## src/rtl/p2s_pkg.sv

```systemverilog
// Purpose : shared types and helpers for the p2s_stream parallel-to-serial converter.
// Latency : n/a (types and constant functions only).
// Backpr. : n/a.
// Contents: p2s_state_t (occupancy FSM encoding), p2s_cnt_w (beat counter width).
package p2s_pkg;

  // Occupancy of the converter: nothing held, shifter loaded, shifter plus buffer loaded.
  typedef enum logic [1:0] {
    EMPTY = 2'd0,
    ONE   = 2'd1,
    TWO   = 2'd2
  } p2s_state_t;

  // Beat counter width. A single-beat word still gets a 1-bit counter so the
  // counter vector is never zero width.
  function automatic int p2s_cnt_w(input int beats);
    int w;
    w = $clog2(beats);
    return (w < 1) ? 1 : w;
  endfunction

endpackage

```

## src/rtl/p2s_shifter.sv

```systemverilog
// Purpose : word shift register with beat counter; presents one LANE-bit beat at a time.
// Latency : a load at edge N shows beat 0 on dout in the following cycle.
// Backpr. : state only moves on load/shift, so dout/last hold while the caller stalls.
// Ports   : clk, rstn (sync, active-low); load, shift, din[NUM] in; dout[LANE], last out.
module p2s_shifter
  import p2s_pkg::*;
#(
  parameter int NUM       = 32,
  parameter int LANE      = 4,
  parameter int MSB_FIRST = 0
) (
  input  logic            clk,
  input  logic            rstn,
  input  logic            load,
  input  logic            shift,
  input  logic [NUM-1:0]  din,
  output logic [LANE-1:0] dout,
  output logic            last
);

  localparam int BEATS = NUM / LANE;
  localparam int CW    = p2s_cnt_w(BEATS);

  logic [NUM-1:0] r_sh;
  logic [CW-1:0]  r_cnt;
  logic [NUM-1:0] w_sh_next;

  // Shifting moves the word toward whichever end is being presented; the
  // vacated lane fills with zeros.
  generate
    if (MSB_FIRST != 0) begin : g_msb
      assign w_sh_next = r_sh << LANE;
      assign dout      = r_sh[NUM-1 -: LANE];
    end else begin : g_lsb
      assign w_sh_next = r_sh >> LANE;
      assign dout      = r_sh[LANE-1:0];
    end
  endgenerate

  // Load wins over shift: the caller only asserts load on the final beat or
  // from idle, where a shift would be meaningless anyway.
  always_ff @(posedge clk) begin
    if (!rstn) begin
      r_sh  <= '0;
      r_cnt <= '0;
    end else if (load) begin
      r_sh  <= din;
      r_cnt <= '0;
    end else if (shift) begin
      r_sh  <= w_sh_next;
      r_cnt <= r_cnt + CW'(1);
    end
  end

  assign last = (r_cnt == CW'(BEATS - 1));

endmodule

```

## src/rtl/p2s_stream.sv

```systemverilog
// Purpose : parallel-to-serial converter, NUM-bit words out as NUM/LANE beats of LANE bits.
// Latency : word accepted at edge N shows beat 0 in the next cycle; back-to-back words stream gap-free.
// Backpr. : p_ready is a pure state decode (low only when shifter and buffer are both full);
//           s_data/s_last/count hold while s_valid & !s_ready.
// Ports   : clk, rstn (sync, active-low); p_data/p_valid/p_ready parallel side;
//           s_data/s_valid/s_ready/s_last serial side.
// Option  : define P2S_PARITY_EN to add s_parity = XOR of the word currently being shifted.
module p2s_stream
  import p2s_pkg::*;
#(
  parameter int NUM       = 32,
  parameter int LANE      = 4,
  parameter int MSB_FIRST = 0
) (
  input  logic            clk,
  input  logic            rstn,
  input  logic [NUM-1:0]  p_data,
  input  logic            p_valid,
  output logic            p_ready,
  output logic [LANE-1:0] s_data,
  output logic            s_valid,
  input  logic            s_ready,
`ifdef P2S_PARITY_EN
  output logic            s_parity,
`endif
  output logic            s_last
);

  p2s_state_t     r_state;
  logic           r_p_ready;
  logic           r_s_valid;
  logic [NUM-1:0] r_buf;

  logic           w_p_fire;
  logic           w_s_fire;
  logic           w_beat_last;
  logic           w_last_fire;
  logic           w_load;
  logic           w_shift;
  logic [NUM-1:0] w_din;

  assign w_p_fire    = p_valid & r_p_ready;
  assign w_s_fire    = r_s_valid & s_ready;
  assign w_last_fire = w_s_fire & w_beat_last;

  // The shifter is reloaded from idle, on the zero-bubble path (final beat
  // leaving while a new word arrives), or from the buffer when it is full.
  assign w_load = ((r_state == EMPTY) & w_p_fire)
                | ((r_state == ONE)   & w_last_fire & w_p_fire)
                | ((r_state == TWO)   & w_last_fire);
  assign w_shift = w_s_fire & ~w_beat_last;

  // In TWO the parallel port is closed, so the only load source is the buffer.
  assign w_din = (r_state == TWO) ? r_buf : p_data;

  p2s_shifter #(
    .NUM       (NUM),
    .LANE      (LANE),
    .MSB_FIRST (MSB_FIRST)
  ) u_shifter (
    .clk   (clk),
    .rstn  (rstn),
    .load  (w_load),
    .shift (w_shift),
    .din   (w_din),
    .dout  (s_data),
    .last  (w_beat_last)
  );

  // Occupancy FSM. p_ready and s_valid are registered alongside the state so
  // neither has a combinational path from the serial side.
  always_ff @(posedge clk) begin
    if (!rstn) begin
      r_state   <= EMPTY;
      r_p_ready <= 1'b1;
      r_s_valid <= 1'b0;
      r_buf     <= '0;
    end else begin
      case (r_state)
        EMPTY: begin
          if (w_p_fire) begin
            r_state   <= ONE;
            r_s_valid <= 1'b1;
          end
        end
        ONE: begin
          if (w_p_fire && !w_last_fire) begin
            // Current word still has beats left: park the new one.
            r_buf     <= p_data;
            r_state   <= TWO;
            r_p_ready <= 1'b0;
          end else if (!w_p_fire && w_last_fire) begin
            r_state   <= EMPTY;
            r_s_valid <= 1'b0;
          end
          // Last beat plus new word: shifter reloads directly, stay in ONE.
        end
        TWO: begin
          if (w_last_fire) begin
            r_state   <= ONE;
            r_p_ready <= 1'b1;
          end
        end
        default: begin
          r_state   <= EMPTY;
          r_p_ready <= 1'b1;
          r_s_valid <= 1'b0;
        end
      endcase
    end
  end

  assign p_ready = r_p_ready;
  assign s_valid = r_s_valid;
  assign s_last  = r_s_valid & w_beat_last;

`ifdef P2S_PARITY_EN
  // Parity is taken over the whole word when it enters the shifter, since the
  // shifter contents erode as beats leave.
  logic r_par;

  always_ff @(posedge clk) begin
    if (!rstn) begin
      r_par <= 1'b0;
    end else if (w_load) begin
      r_par <= ^w_din;
    end else if ((r_state == ONE) && w_last_fire) begin
      r_par <= 1'b0;
    end
  end

  assign s_parity = r_par;
`endif

endmodule

```

## config.mk

```make
export PLATFORM = sky130hd
export DESIGN_NAME = p2s_stream
export DESIGN_NICKNAME = d
export VERILOG_FILES = /design/src/rtl/p2s_pkg.sv /design/src/rtl/p2s_shifter.sv /design/src/rtl/p2s_stream.sv
export SDC_FILE = /design/constraint.sdc
export NUM_CORES = 1
export LEC_CHECK = 0
export CAP_MARGIN = 20
export CORE_MARGIN = 3
export CORE_UTILIZATION = 65
export DETAILED_ROUTE_END_ITERATION = 16
export DONT_BUFFER_PORTS = 1
export PLACE_DENSITY = 0.81
export SKIP_CTS_REPAIR_TIMING = 1
export SLEW_MARGIN = 20
export SYNTH_ARGS = -nofsm -noshare
export SYNTH_HDL_FRONTEND = slang
export SYNTH_SLANG_ARGS = --single-unit
```

## constraint.sdc

```tcl
create_clock -name clk -period 3.1 [get_ports clk]
set_input_delay 0.62 -clock clk [delete_from_list [all_inputs] [get_ports clk]]
set_output_delay 0.62 -clock clk [all_outputs]
set_load 0.01 [all_outputs]
```

# Word-level counts from Yosys, hierarchy flattened
# Cells that the tools add are included.
# classes
add_sub_neg	1
n_mul	0
n_div	0
n_lt_le_gt_ge	0
eq_ne	9
shifts	0
muxes	15
bitwise_logic	15
reduce_logical	11
# ops
cell	count
$mux W32	3
$and A1 B1 Y1	9
$mux W2	4
$ne A2 B2 Y1 const B	3
$pmux W1 S3	2
$pmux W2 S3	1
$reduce_and A3 Y1	2
$mux W1	5
$ne A2 B1 Y1 const B	2
$not A1 Y1	4
$reduce_and A4 Y1	1
$add A3 B1 Y3 const B	1
$eq A3 B3 Y1 const B	1
$ne A3 B1 Y1 const B	1
$eq A2 B1 Y1 const B	1
$eq A2 B2 Y1 const B	1
$logic_and A1 B1 Y1	2
$logic_not A1 Y1	2
$logic_not A2 Y1	1
$or A1 B1 Y1	2
$reduce_and A2 Y1	1
$reduce_bool A2 Y1	1
$reduce_or A2 Y1	1
# totals
register_bits	71
latch_bits	0
ramBits	0
romBits	0
in_bits	36
mem_count	0

# Logic depth before layout (Yosys ltp)
# Gate-level depths: netlist (run 1).
# logic_depth
word_depth	7
ltp_mapped	8

# Hierarchy
# Synthesis (run 1) repeated with hierarchy kept, for this count alone.
# unflattened
hier_cells	363
area_unflattened_um2	3812.4
# by_module_without_submodules
mod	instances	cells_each	area_each_um2	seq_area_each_um2
p2s_stream	1	205	2067.0	720.7
p2s_shifter	1	158	1745.4	700.7

# Least setup slack after synthesis (run 1)
# OpenSTA, ideal clock, no wires.
# synth_timing
path_kind	flip-flop to flip-flop
startpoint	register u_shifter.r_cnt[0]
endpoint	register u_shifter.r_sh[11]
setup_ns	0.116
arrival_time_ns	1.783
required_time_ns	2.984
setup_slack_ns	1.201
stages_incl_launch_ff	7
n_path_buf	1
cell_sequence	dfxtp_1 ha_1 ha_1 nand3b_1 clkbuf_1 mux2_2 o211a_1
# synth_between
elab_chain_len	7
# synth_lines
item	line	source
from (decl)	p2s_shifter.sv:25	logic [CW-1:0] r_cnt;
from (signal assigned)	p2s_shifter.sv:51	r_cnt <= r_cnt + CW'(1);
$eq A3 B3 Y1 *	p2s_shifter.sv:55	assign last = (r_cnt == CW'(BEATS - 1));
$and A1 B1 Y1	p2s_stream.sv:44	assign w_last_fire = w_s_fire & w_beat_last;
$and A1 B1 Y1 (2 in series)	p2s_stream.sv:49	| ((r_state == ONE) & w_last_fire & w_p_fire)
$or A1 B1 Y1	p2s_stream.sv:49	
$or A1 B1 Y1	p2s_stream.sv:50	| ((r_state == TWO) & w_last_fire);
$mux W32 / $reduce_bool A2 Y1 (equally long branches)	n/a	
to (signal assigned)	p2s_shifter.sv:47	r_sh <= din;
to (signal assigned)	p2s_shifter.sv:50	r_sh <= w_sh_next;
to (decl)	p2s_shifter.sv:24	logic [NUM-1:0] r_sh;
# Mark *: on every way between the ends. The rest lies on a longest branch, timed or not.
# A chain may end at the register's enable or synchronous reset.

# Worst setup path after layout (run 1)
# layout_timing
startpoint	register u_shifter.r_cnt[0]
endpoint	register u_shifter.r_sh[1]
# Same word-level chain as after synthesis.

==> metrics.md, run 1 <==
| Metric | Value |
|---|---|
| Status | `finished clean` |
| P_int | `0.00150 W` |
| Tightest Pin Transition | `0.602 ns` |
| Syn Nets | `400` |
| Endpoints failing setup | `0` |
| Largest net degree at the start of global routing | `74` |
| Post-Syn Instances | `361` |
| Starting density of the core | `0.702` |
| Non-filler cells, final | `415` |
| Cell mode on critical path | `ha_1` |
| Tightest Hold Check Type | `input pin to flop` |
| Leak | `1.80 nW` |
| Period utilisation layout | `0.727` |
| Worst r2r src | `u_shifter.r_cnt[0]` |
| Cells along the critical path | `ha_1, ha_1, nand3b_1, buf_12, mux2_1, o211a_1` |
| Crit path depth | `6` |
| Slowest cell on crit path | `nand3b_1` |
| Synth Register Bits | `71` |
| Clock skew | `0.0104 ns` |
| R2R Setup Slk | `0.85 ns` |
| Gr usage total | `0.232` |
| Maxcap violations | `0` |
| Slew headroom | `0.597` |
| DRT Pass-1 Iters | `5` |
| H-tree depth | `3` |
| Row count | `25` |
| P&R area growth vs syn | `4.22%` |
| Reg2Reg Depth | `6` |
| Detail Route Antenna Nets | `0` |
| Maximum clock frequency | `444 MHz` |
| Critical path arrival | `2.49 ns` |
| Minimum clock period | `2.25 ns` |
| Die Wd | `79.0 microns` |
| DIE HEIGHT | `79.0 microns` |
| DRC | `0` |
| RSZ-0062 raised after global routing | `no` |
| Latest clock arrival within the worst-skew pair | `0.34 ns` |
| Peak supply drop | `0.000395 V` |
| Routed wire length per instance | `16.2 microns` |
| Yosys warns | `0` |
| Synth cell types | `32` |
| Switching Power | `0.000535 W` |
| Hold Worst Slack | `0.354 ns` |
| Crit path buf inv count | `1` |
| Sequential area share after synthesis | `0.410` |
| Core area | `4940 sq um` |
| Drt initial violations | `149` |
| Reg clk slew, reported paths | `0.07 ns` |
| Slew Viols, Final | `0` |
| Cts bufs inserted | `9` |
| Final number of hold-violating endpoints | `0` |
| Diode count | `0` |
| Req. time, crit path | `3.33 ns` |
| CP Launch Type | `flop` |
| Clock Path Buffers | `2` |
| TritonCTS clock tree | `built` |
| Crit path max-delay family | `simple AND/OR/NAND/NOR gates` |
| Global-route wire length before repair | `11400 microns` |
| Mean area per synthesized cell | `9.60 sq um` |
| CP Capture Point | `u_shifter.r_sh[1]` |
| Switching part of the total | `0.263` |
| I/O Buffers | `0` |
| Commonest non-fill, non-tap cells in the layout | `71 x dfxtp_1, 68 x nand2_1, 30 x mux2i_1` |
| Worst setup EP type | `flop` |
| Setup TNS | `0 ns` |
| Pwr per Cell Area | `563 nW/um^2` |
| Clk pwr share | `0.314` |
| Die area | `6250 sq um` |
| Clk root buf | `clkbuf_8` |
| Vias per inst | `6.06` |
| Routed wire length | `6710 microns` |
| Total gr overflow | `0` |
| Initial antenna violation count | `0` |
| Clk sinks | `71` |
| DR vias | `2513` |
| I/O pin count | `43` |
| Reg power frac | `0.520` |
| Max FO, Critical Path | `22` |
| DP HPWL | `4350 microns` |
| Worst setup startpoint | `u_shifter.r_cnt[0]` |
| Placed cell count | `401` |
| RR Endpoint | `u_shifter.r_sh[1]` |
| Layout cells sized above 1 | `0.135` |
| Syn Std Cell Area | `3470 sq um` |
| CP max stage delay | `0.51 ns` |
| Vias in the first global route | `2436` |
| Crit path kind | `flop to flop` |
| GPL Wtd Cong | `0.753` |
| Combinational power share | `0.166` |
| Most common cell after layout, fill and taps aside | `dfxtp_1` |
| Nets | `384` |
## cell type report
class	instances	area, sq um
clock inverter	1	5.00
tap	67	83.8
fill	392	1330
timing repair buffer	8	85.1
clock buffer	13	159
sequential	71	1420
multi-input combinational	254	1860
inverter	1	3.75
## kinds of logic after synthesis
group	after synthesis	synth area share
compound gates	101	0.224
simple gates	91	0.121
flops	71	0.410
mux	58	0.178
buf+inv	36	0.0549
fa+ha+maj	3	0.0108
xor+xnor	1	0.00253
## cell usage after synthesis
library cell,instances,share of area
a221o_1,5,0.014
nor3b_1,1,0.0022
and3b_1,1,0.0025
nor2_2,1,0.0018
a21oi_1,1,0.0014
mux2_2,22,0.071
nor3b_2,3,0.011
dfxtp_1,71,0.41
buf_4,7,0.015
mux2i_1,30,0.087
a21boi_1,22,0.048
o21ai_0,28,0.040
a21boi_4,1,0.0054
and2_1,2,0.0036
mux2_1,6,0.019
nand2_1,68,0.074
xor2_1,1,0.0025
or2_1,1,0.0018
nand3_1,5,0.0072
nand3b_1,2,0.0043
a21boi_0,12,0.026
o21ai_1,3,0.0043
or2b_1,1,0.0022
clkbuf_1,20,0.022
ha_1,3,0.011
buf_6,3,0.0097
buf_2,5,0.0072
o211a_1,28,0.081
o2111a_1,1,0.0032
inv_1,1,0.0011
and3_1,5,0.0090
nor3_1,1,0.0014
## per-layer routing
metal | track usage | wire length [microns]
met1 | 0.300 | 3160
met2 | 0.365 | 3030
met3 | 0.0896 | 455
met4 | 0.0601 | 63
met5 | 0 | 0
## power groups by stage
stage | combinational, W | clock [W] | sequential (W)
2_1_floorplan | 0.000312 | 0 | 0.00105
3_3_place_gp | 0.000328 | 0 | 0.00107
3_5_place_dp | 0.000339 | 0 | 0.00108
4_1_cts | 0.000339 | 0.000656 | 0.00106
5_1_grt | 0.000377 | 0.000688 | 0.00107
6_report | 0.000338 | 0.000639 | 0.00106
## flip-flops by register name, summed over array words and instances, names as in the netlist
| signal | flops |
|---|---|
| p_ready | 1 |
| r_state | 2 |
| u_shifter.r_sh | 32 |
| s_valid | 1 |
| u_shifter.r_cnt | 3 |
| r_buf | 32 |
## worst reg2reg max path: stages (launching register included)
cell      delay [ns]
dfxtp_1         0.32
ha_1            0.22
ha_1            0.23
nand3b_1        0.51
buf_12          0.35
mux2_1          0.32
o211a_1         0.20
## how the worst min path moves through the flow
stage,from,end,slack [ns],depth (start not counted)
6_report,rstn,p_ready,0.35,1
5_1_grt,rstn,p_ready,0.36,1
4_1_cts,rstn,p_ready,0.35,1
3_5_place_dp,r_buf[11],r_buf[11],0.44,2
3_3_place_gp,r_buf[6],r_buf[6],0.44,2
2_1_floorplan,r_buf[10],r_buf[10],0.43,2
## stage by stage
stage | instance area (sq um) | utilization | worst slack (ns) | power [W]
floorplan | 3470 | - | 1.20 | 0.00137
global placement | 3450 | 0.698 | 0.933 | 0.00140
detailed placement | 3450 | 0.698 | 0.844 | 0.00142
CTS | 3610 | 0.731 | 0.836 | 0.00205
global route | 3610 | 0.731 | 0.642 | 0.00213
finish | 3610 | 0.731 | 0.847 | 0.00203
Power figures use the tool's default switching activity.
==> run 2, diff against run 1 <==
- CORE_UTILIZATION: 65 -> 57
- PLACE_DENSITY: 0.81 -> 0.75
- clock period: 3.1 -> 1.9 ns (I/O delays scaled with it)
==> run 2 against run 1 <==
Against the previous run: global-route usage decreased by 3.1 points; clock skew decreased by 0.0064 ns; die area increased by 13%; maximum frequency increased by 19%; clock power increased by 56%; hold slack got worse by 0.22 ns; utilization decreased by 7.3 points; routed wire length increased by 6.5%; largest power group unchanged.
==> metrics.md, run 2 (synthesis results as in run 1) <==
| Metric | Value |
|---|---|
| DRT Pass-1 Iters | `4` |
| Final number of hold-violating endpoints | `0` |
| Drt initial violations | `159` |
| Cts bufs inserted | `9` |
| Reg2Reg Depth | `6` |
| Post-Place Worst Slack | `-0.0259 ns` |
| Max FO, Critical Path | `8` |
| CP Launch Type | `flop` |
| Vias in the first global route | `2420` |
| Nets | `390` |
| Die area | `7050 sq um` |
| Largest net degree at the start of global routing | `74` |
| Minimum clock period | `1.90 ns` |
| Overall Power | `0.00333 W` |
| Top flop regs | `r_buf: 32 flops, u_shifter.r_sh: 32 flops, u_shifter.r_cnt: 3 flops` |
| Routed wire length | `7150 microns` |
| Maxcap violations | `0` |
| Vias per inst | `5.95` |
| Initial antenna violation count | `0` |
| Commonest non-fill, non-tap cells in the layout | `69 x dfxtp_1, 68 x nand2_1, 30 x mux2i_1` |
| RSZ-0062 raised after global routing | `yes` |
| Endpoints failing setup | `0` |
| Slew headroom | `0.761` |
| Row count | `27` |
| Most common cell after layout, fill and taps aside | `dfxtp_1` |
| I/O pin count | `43` |
| Critical path arrival | `2.12 ns` |
| Tightest Hold Check Type | `input pin to flop` |
| Switching Power | `0.000876 W` |
| Maximum clock frequency | `528 MHz` |
| Leak | `1.85 nW` |
| Layout cells sized above 1 | `0.163` |
| Combinational power share | `0.181` |
| Crit path kind | `flop to flop` |
| Worst setup EP type | `flop` |
| Switching part of the total | `0.263` |
| DP HPWL | `4510 microns` |
| Post-layout util | `0.659` |
| Cell Area, Placed | `3510 sq um` |
| Period utilisation layout | `0.997` |
| Slew Viols, Final | `0` |
| Clk pwr share | `0.302` |
| GPL Wtd Cong | `0.766` |
| Clock Path Buffers | `2` |
| Latest clock arrival within the worst-skew pair | `0.33 ns` |
| P&R area growth vs syn | `8.44%` |
| Core area | `5710 sq um` |
| Cell mode on critical path | `ha_4` |
| DR vias | `2539` |
| TritonCTS clock tree | `built` |
| WHS Path Cells | `1` |
| Reg power frac | `0.517` |
| Slowest cell on crit path | `dfxtp_2` |
| Pwr per Cell Area | `886 nW/um^2` |
| P_int | `0.00246 W` |
| Global-route wire length before repair | `11500 microns` |
| Final cell area excluding filler cells | `3760 sq um` |
| Tightest Pin Transition | `0.358 ns` |
| Die Wd | `84.0 microns` |
| Detail Route Antenna Nets | `0` |
| Routed wire length per instance | `16.7 microns` |
| CP max stage delay | `0.34 ns` |
| Starting density of the core | `0.607` |
| Peak supply drop | `0.000494 V` |
| Req. time, crit path | `2.12 ns` |
| H-tree depth | `3` |
| DIE HEIGHT | `84.0 microns` |
| Cells along the critical path | `ha_4, ha_4, nand3b_1, buf_12, mux2_1, o211a_1` |
| Reg clk slew, reported paths | `0.07 ns` |
| Gr usage total | `0.202` |
| Diode count | `0` |
| I/O Buffers | `0` |
| DRC | `0` |
| Clk root buf | `clkbuf_8` |
| Clock skew | `0.00401 ns` |
| Hold Worst Slack | `0.132 ns` |
| Total gr overflow | `0` |
| Post-route setup slack | `0.00498 ns` |
| Clk sinks | `71` |
| Status | `finished clean` |
-- run 2: area by class of cell --
type,count,area [sq um]
fill,462,1950
sequential,71,1420
timing repair buffer,14,194
tap,72,90.1
clock inverter,1,5.00
multi-input combinational,254,1890
clock buffer,14,153
inverter,1,3.75
-- run 2: power by group through the flow --
stage / sequential [W] / combinational (W) / clock, W
5_1_grt: 0.00174 / 0.000670 / 0.00109
4_1_cts: 0.00172 / 0.000579 / 0.00103
6_report: 0.00172 / 0.000605 / 0.00100
3_3_place_gp: 0.00175 / 0.000563 / 0
2_1_floorplan: 0.00172 / 0.000510 / 0
3_5_place_dp: 0.00175 / 0.000576 / 0
-- run 2: critical path, delay by kind of cell (launching register included) --
kind / cells / cell delay [ns]
muxes: 1 / 0.31
buffers and inverters: 1 / 0.25
AOI/OAI and AO/OA: 1 / 0.21
adders and majority gates: 2 / 0.33
and+or+nand+nor: 1 / 0.33
DFF: 1 / 0.34
-- run 2: through the flow --
stage | setup TNS [ns] | instances
5_1_grt | -0.730 | 427
3_3_place_gp | 0 | 410
3_5_place_dp | -0.0430 | 410
2_1_floorplan | 0 | 361
4_1_cts | -0.102 | 425
6_report | 0 | 427
-- run 2: path summary, 6_finish.rpt --
kind	startpoint	end	slack [ns]
setup / recovery	u_shifter.r_cnt[1]	u_shifter.r_sh[22]	0.005
hold / removal	rstn	p_ready	0.13
setup reg to reg	u_shifter.r_cnt[1]	u_shifter.r_sh[22]	0.005
hold reg to reg	r_buf[11]	r_buf[11]	0.45
-- run 2: routing by layer --
metal  track usage  share of wire  vias to the layer above
met5             0              0                        -
met4        0.0789          0.015                        0
met3        0.0681          0.060                       13
met2         0.322           0.47                       68
met1         0.250           0.46                     1201
li1              -              -                     1257
==> run 3, diff against run 2 <==
- SKIP_CTS_REPAIR_TIMING: 1 -> default
==> run 3 against run 2 <==
Against the previous run: the run now ends with setup timing left; sequential cell count unchanged; clock power hardly changed; clock skew about the same; die area stayed put; combinational power barely moved; register-to-register slack hardly changed; largest cell class unchanged; first-iteration DRC count is 3.8% lower; critical path type unchanged; sequential power about the same; cell area rose by 0.13%; count of clock-buffer cells in the layout unchanged; critical endpoint unchanged.
==> metrics.md, run 3 (synthesis results as in run 1) <==
| Metric | Value |
|---|---|
| Most common cell after layout, fill and taps aside | `dfxtp_1` |
| Gr usage total | `0.202` |
| H-tree depth | `3` |
| Clock skew | `0.00424 ns` |
| Total gr overflow | `0` |
| Global-route wire length before repair | `11500 microns` |
| Diode count | `0` |
| DRT Pass-1 Iters | `4` |
| Row count | `27` |
| Reg2Reg Depth | `6` |
| Cts bufs inserted | `9` |
| Endpoints failing setup | `1` |
| Die area | `7050 sq um` |
| Die Wd | `84.0 microns` |
| Non-filler cells, final | `427` |
| Commonest non-fill, non-tap cells in the layout | `69 x dfxtp_1, 68 x nand2_1, 30 x mux2i_1` |
| Final cell area excluding filler cells | `3760 sq um` |
| Latest clock arrival within the worst-skew pair | `0.33 ns` |
| Req. time, crit path | `2.12 ns` |
| Leak | `1.85 nW` |
| Worst setup EP type | `flop` |
| Worst setup startpoint | `u_shifter.r_cnt[1]` |
| Clock Path Buffers | `2` |
| TritonCTS clock tree | `built` |
| Cell Area, Placed | `3510 sq um` |
| Vias in the first global route | `2420` |
| Pwr per Cell Area | `886 nW/um^2` |
| DP HPWL | `4510 microns` |
| Crit path kind | `flop to flop` |
| Core area | `5710 sq um` |
| Clk sinks | `71` |
| CP Launch Type | `flop` |
| P&R area growth vs syn | `8.59%` |
| Placed cell count | `410` |
| Failing checks | `setup timing` |
| Detail Route Antenna Nets | `0` |
| Worst hold endpoint | `p_ready` |
| Critical path arrival | `2.13 ns` |
| Hold Worst Slack | `0.127 ns` |
| Layout cells sized above 1 | `0.163` |
| Peak supply drop | `0.000493 V` |
| RR Endpoint | `u_shifter.r_sh[22]` |
| Worst r2r src | `u_shifter.r_cnt[1]` |
| DIE HEIGHT | `84.0 microns` |
| Minimum clock period | `1.91 ns` |
| Nets | `390` |
| Maximum clock frequency | `525 MHz` |
| I/O pin count | `43` |
| Routed wire length per instance | `16.8 microns` |
| Status | `complete, but fails checks` |
| GPL Wtd Cong | `0.766` |
| Post-route setup slack | `-0.00598 ns` |
| Starting density of the core | `0.607` |
| I/O Buffers | `0` |
| Top flop regs | `r_buf: 32 flops, u_shifter.r_sh: 32 flops, u_shifter.r_cnt: 3 flops` |
| Slew Viols, Final | `0` |
| Tightest Hold Check Type | `input pin to flop` |
| Initial antenna violation count | `0` |
| CTS Hold Bufs | `0` |
| Routed wire length | `7190 microns` |
| WHS Path Cells | `1` |
| Maxcap violations | `0` |
| Worst Min Path Start | `rstn` |
| RSZ-0062 raised after global routing | `yes` |
| Post-Place Worst Slack | `-0.0259 ns` |
| Clk root buf | `clkbuf_8` |
| Tightest Pin Transition | `0.362 ns` |
| Final number of hold-violating endpoints | `0` |
| Period utilisation layout | `1.00` |
| DR vias | `2568` |
| R2R Setup Slk | `-0.006 ns` |
| # fillers | `460` |
| DRC | `0` |
| Drt initial violations | `153` |
| Slew headroom | `0.758` |
| Reg clk slew, reported paths | `0.07 ns` |
| Largest net degree at the start of global routing | `74` |
| Vias per inst | `6.01` |
| Max FO, Critical Path | `8` |
==> run 3: cell counts in the layout (fill, tap and decap cells not counted) <==
No cell type changed its count.
==> run 3: how the worst max path moves through the flow <==
stage | end | depth (start not counted)
3_3_place_gp | u_shifter.r_sh[28] | 7
3_5_place_dp | u_shifter.r_sh[30] | 7
6_report | u_shifter.r_sh[22] | 6
4_1_cts | u_shifter.r_sh[22] | 6
5_1_grt | u_shifter.r_sh[9] | 6
2_1_floorplan | u_shifter.r_sh[11] | 6
==> run 3: layout make-up <==
cell class / count / area, sq um / area share
clock buffer: 14 / 153 / 0.0405
clock inverter: 1 / 5.00 / 0.00133
inverter: 1 / 3.75 / 0.000997
multi-input combinational: 254 / 1900 / 0.503
sequential: 71 / 1420 / 0.378
tap: 72 / 90.1 / 0.0239
timing repair buffer: 14 / 194 / 0.0515
==> run 3: metal layers <==
metal  part of all wire  track usage  up-vias
li1                   -            -     1261
met1               0.45        0.250     1212
met2               0.47        0.322       82
met3              0.066       0.0681       13
met4              0.014       0.0789        0
met5                  0            0        -
==> run 3: where the power goes <==
group / internal (W) / total (W) / switching [W] / leakage (nW)
logic: 0.000323 / 0.000608 / 0.000285 / 1.19
clock network: 0.000503 / 0.00100 / 0.000501 / 0.0805
registers: 0.00163 / 0.00172 / 0.0000918 / 0.582
total: 0.00246 / 0.00333 / 0.000877 / 1.85
==> run 3: critical path: stages (launching register included) <==
cell and delay (ns):
dfxtp_2 0.34, ha_4 0.17, ha_4 0.16, nand3b_1 0.34, buf_12 0.26, mux2_1 0.31, o211a_1 0.21
==> run 3: metrics by stage <==
stage	total power [W]	util	setup TNS, ns
6_report	0.00333	0.659	-0.00598
5_1_grt	0.00349	0.659	-0.657
4_1_cts	0.00333	0.643	0
3_5_place_dp	0.00233	0.615	-0.0430
3_3_place_gp	0.00231	0.615	0
2_1_floorplan	0.00223	-	0
==> run 3: what timing repair did <==
| item | in CTS | in global routing |
|---|---|---|
| gates resized for setup | 1 | 9 |
| pin swaps | 0 | 1 |
| gates cloned | 0 | 2 |
| endpoints found under the setup margin | 4 | 34 |
| setup buffers | 0 | 0 |
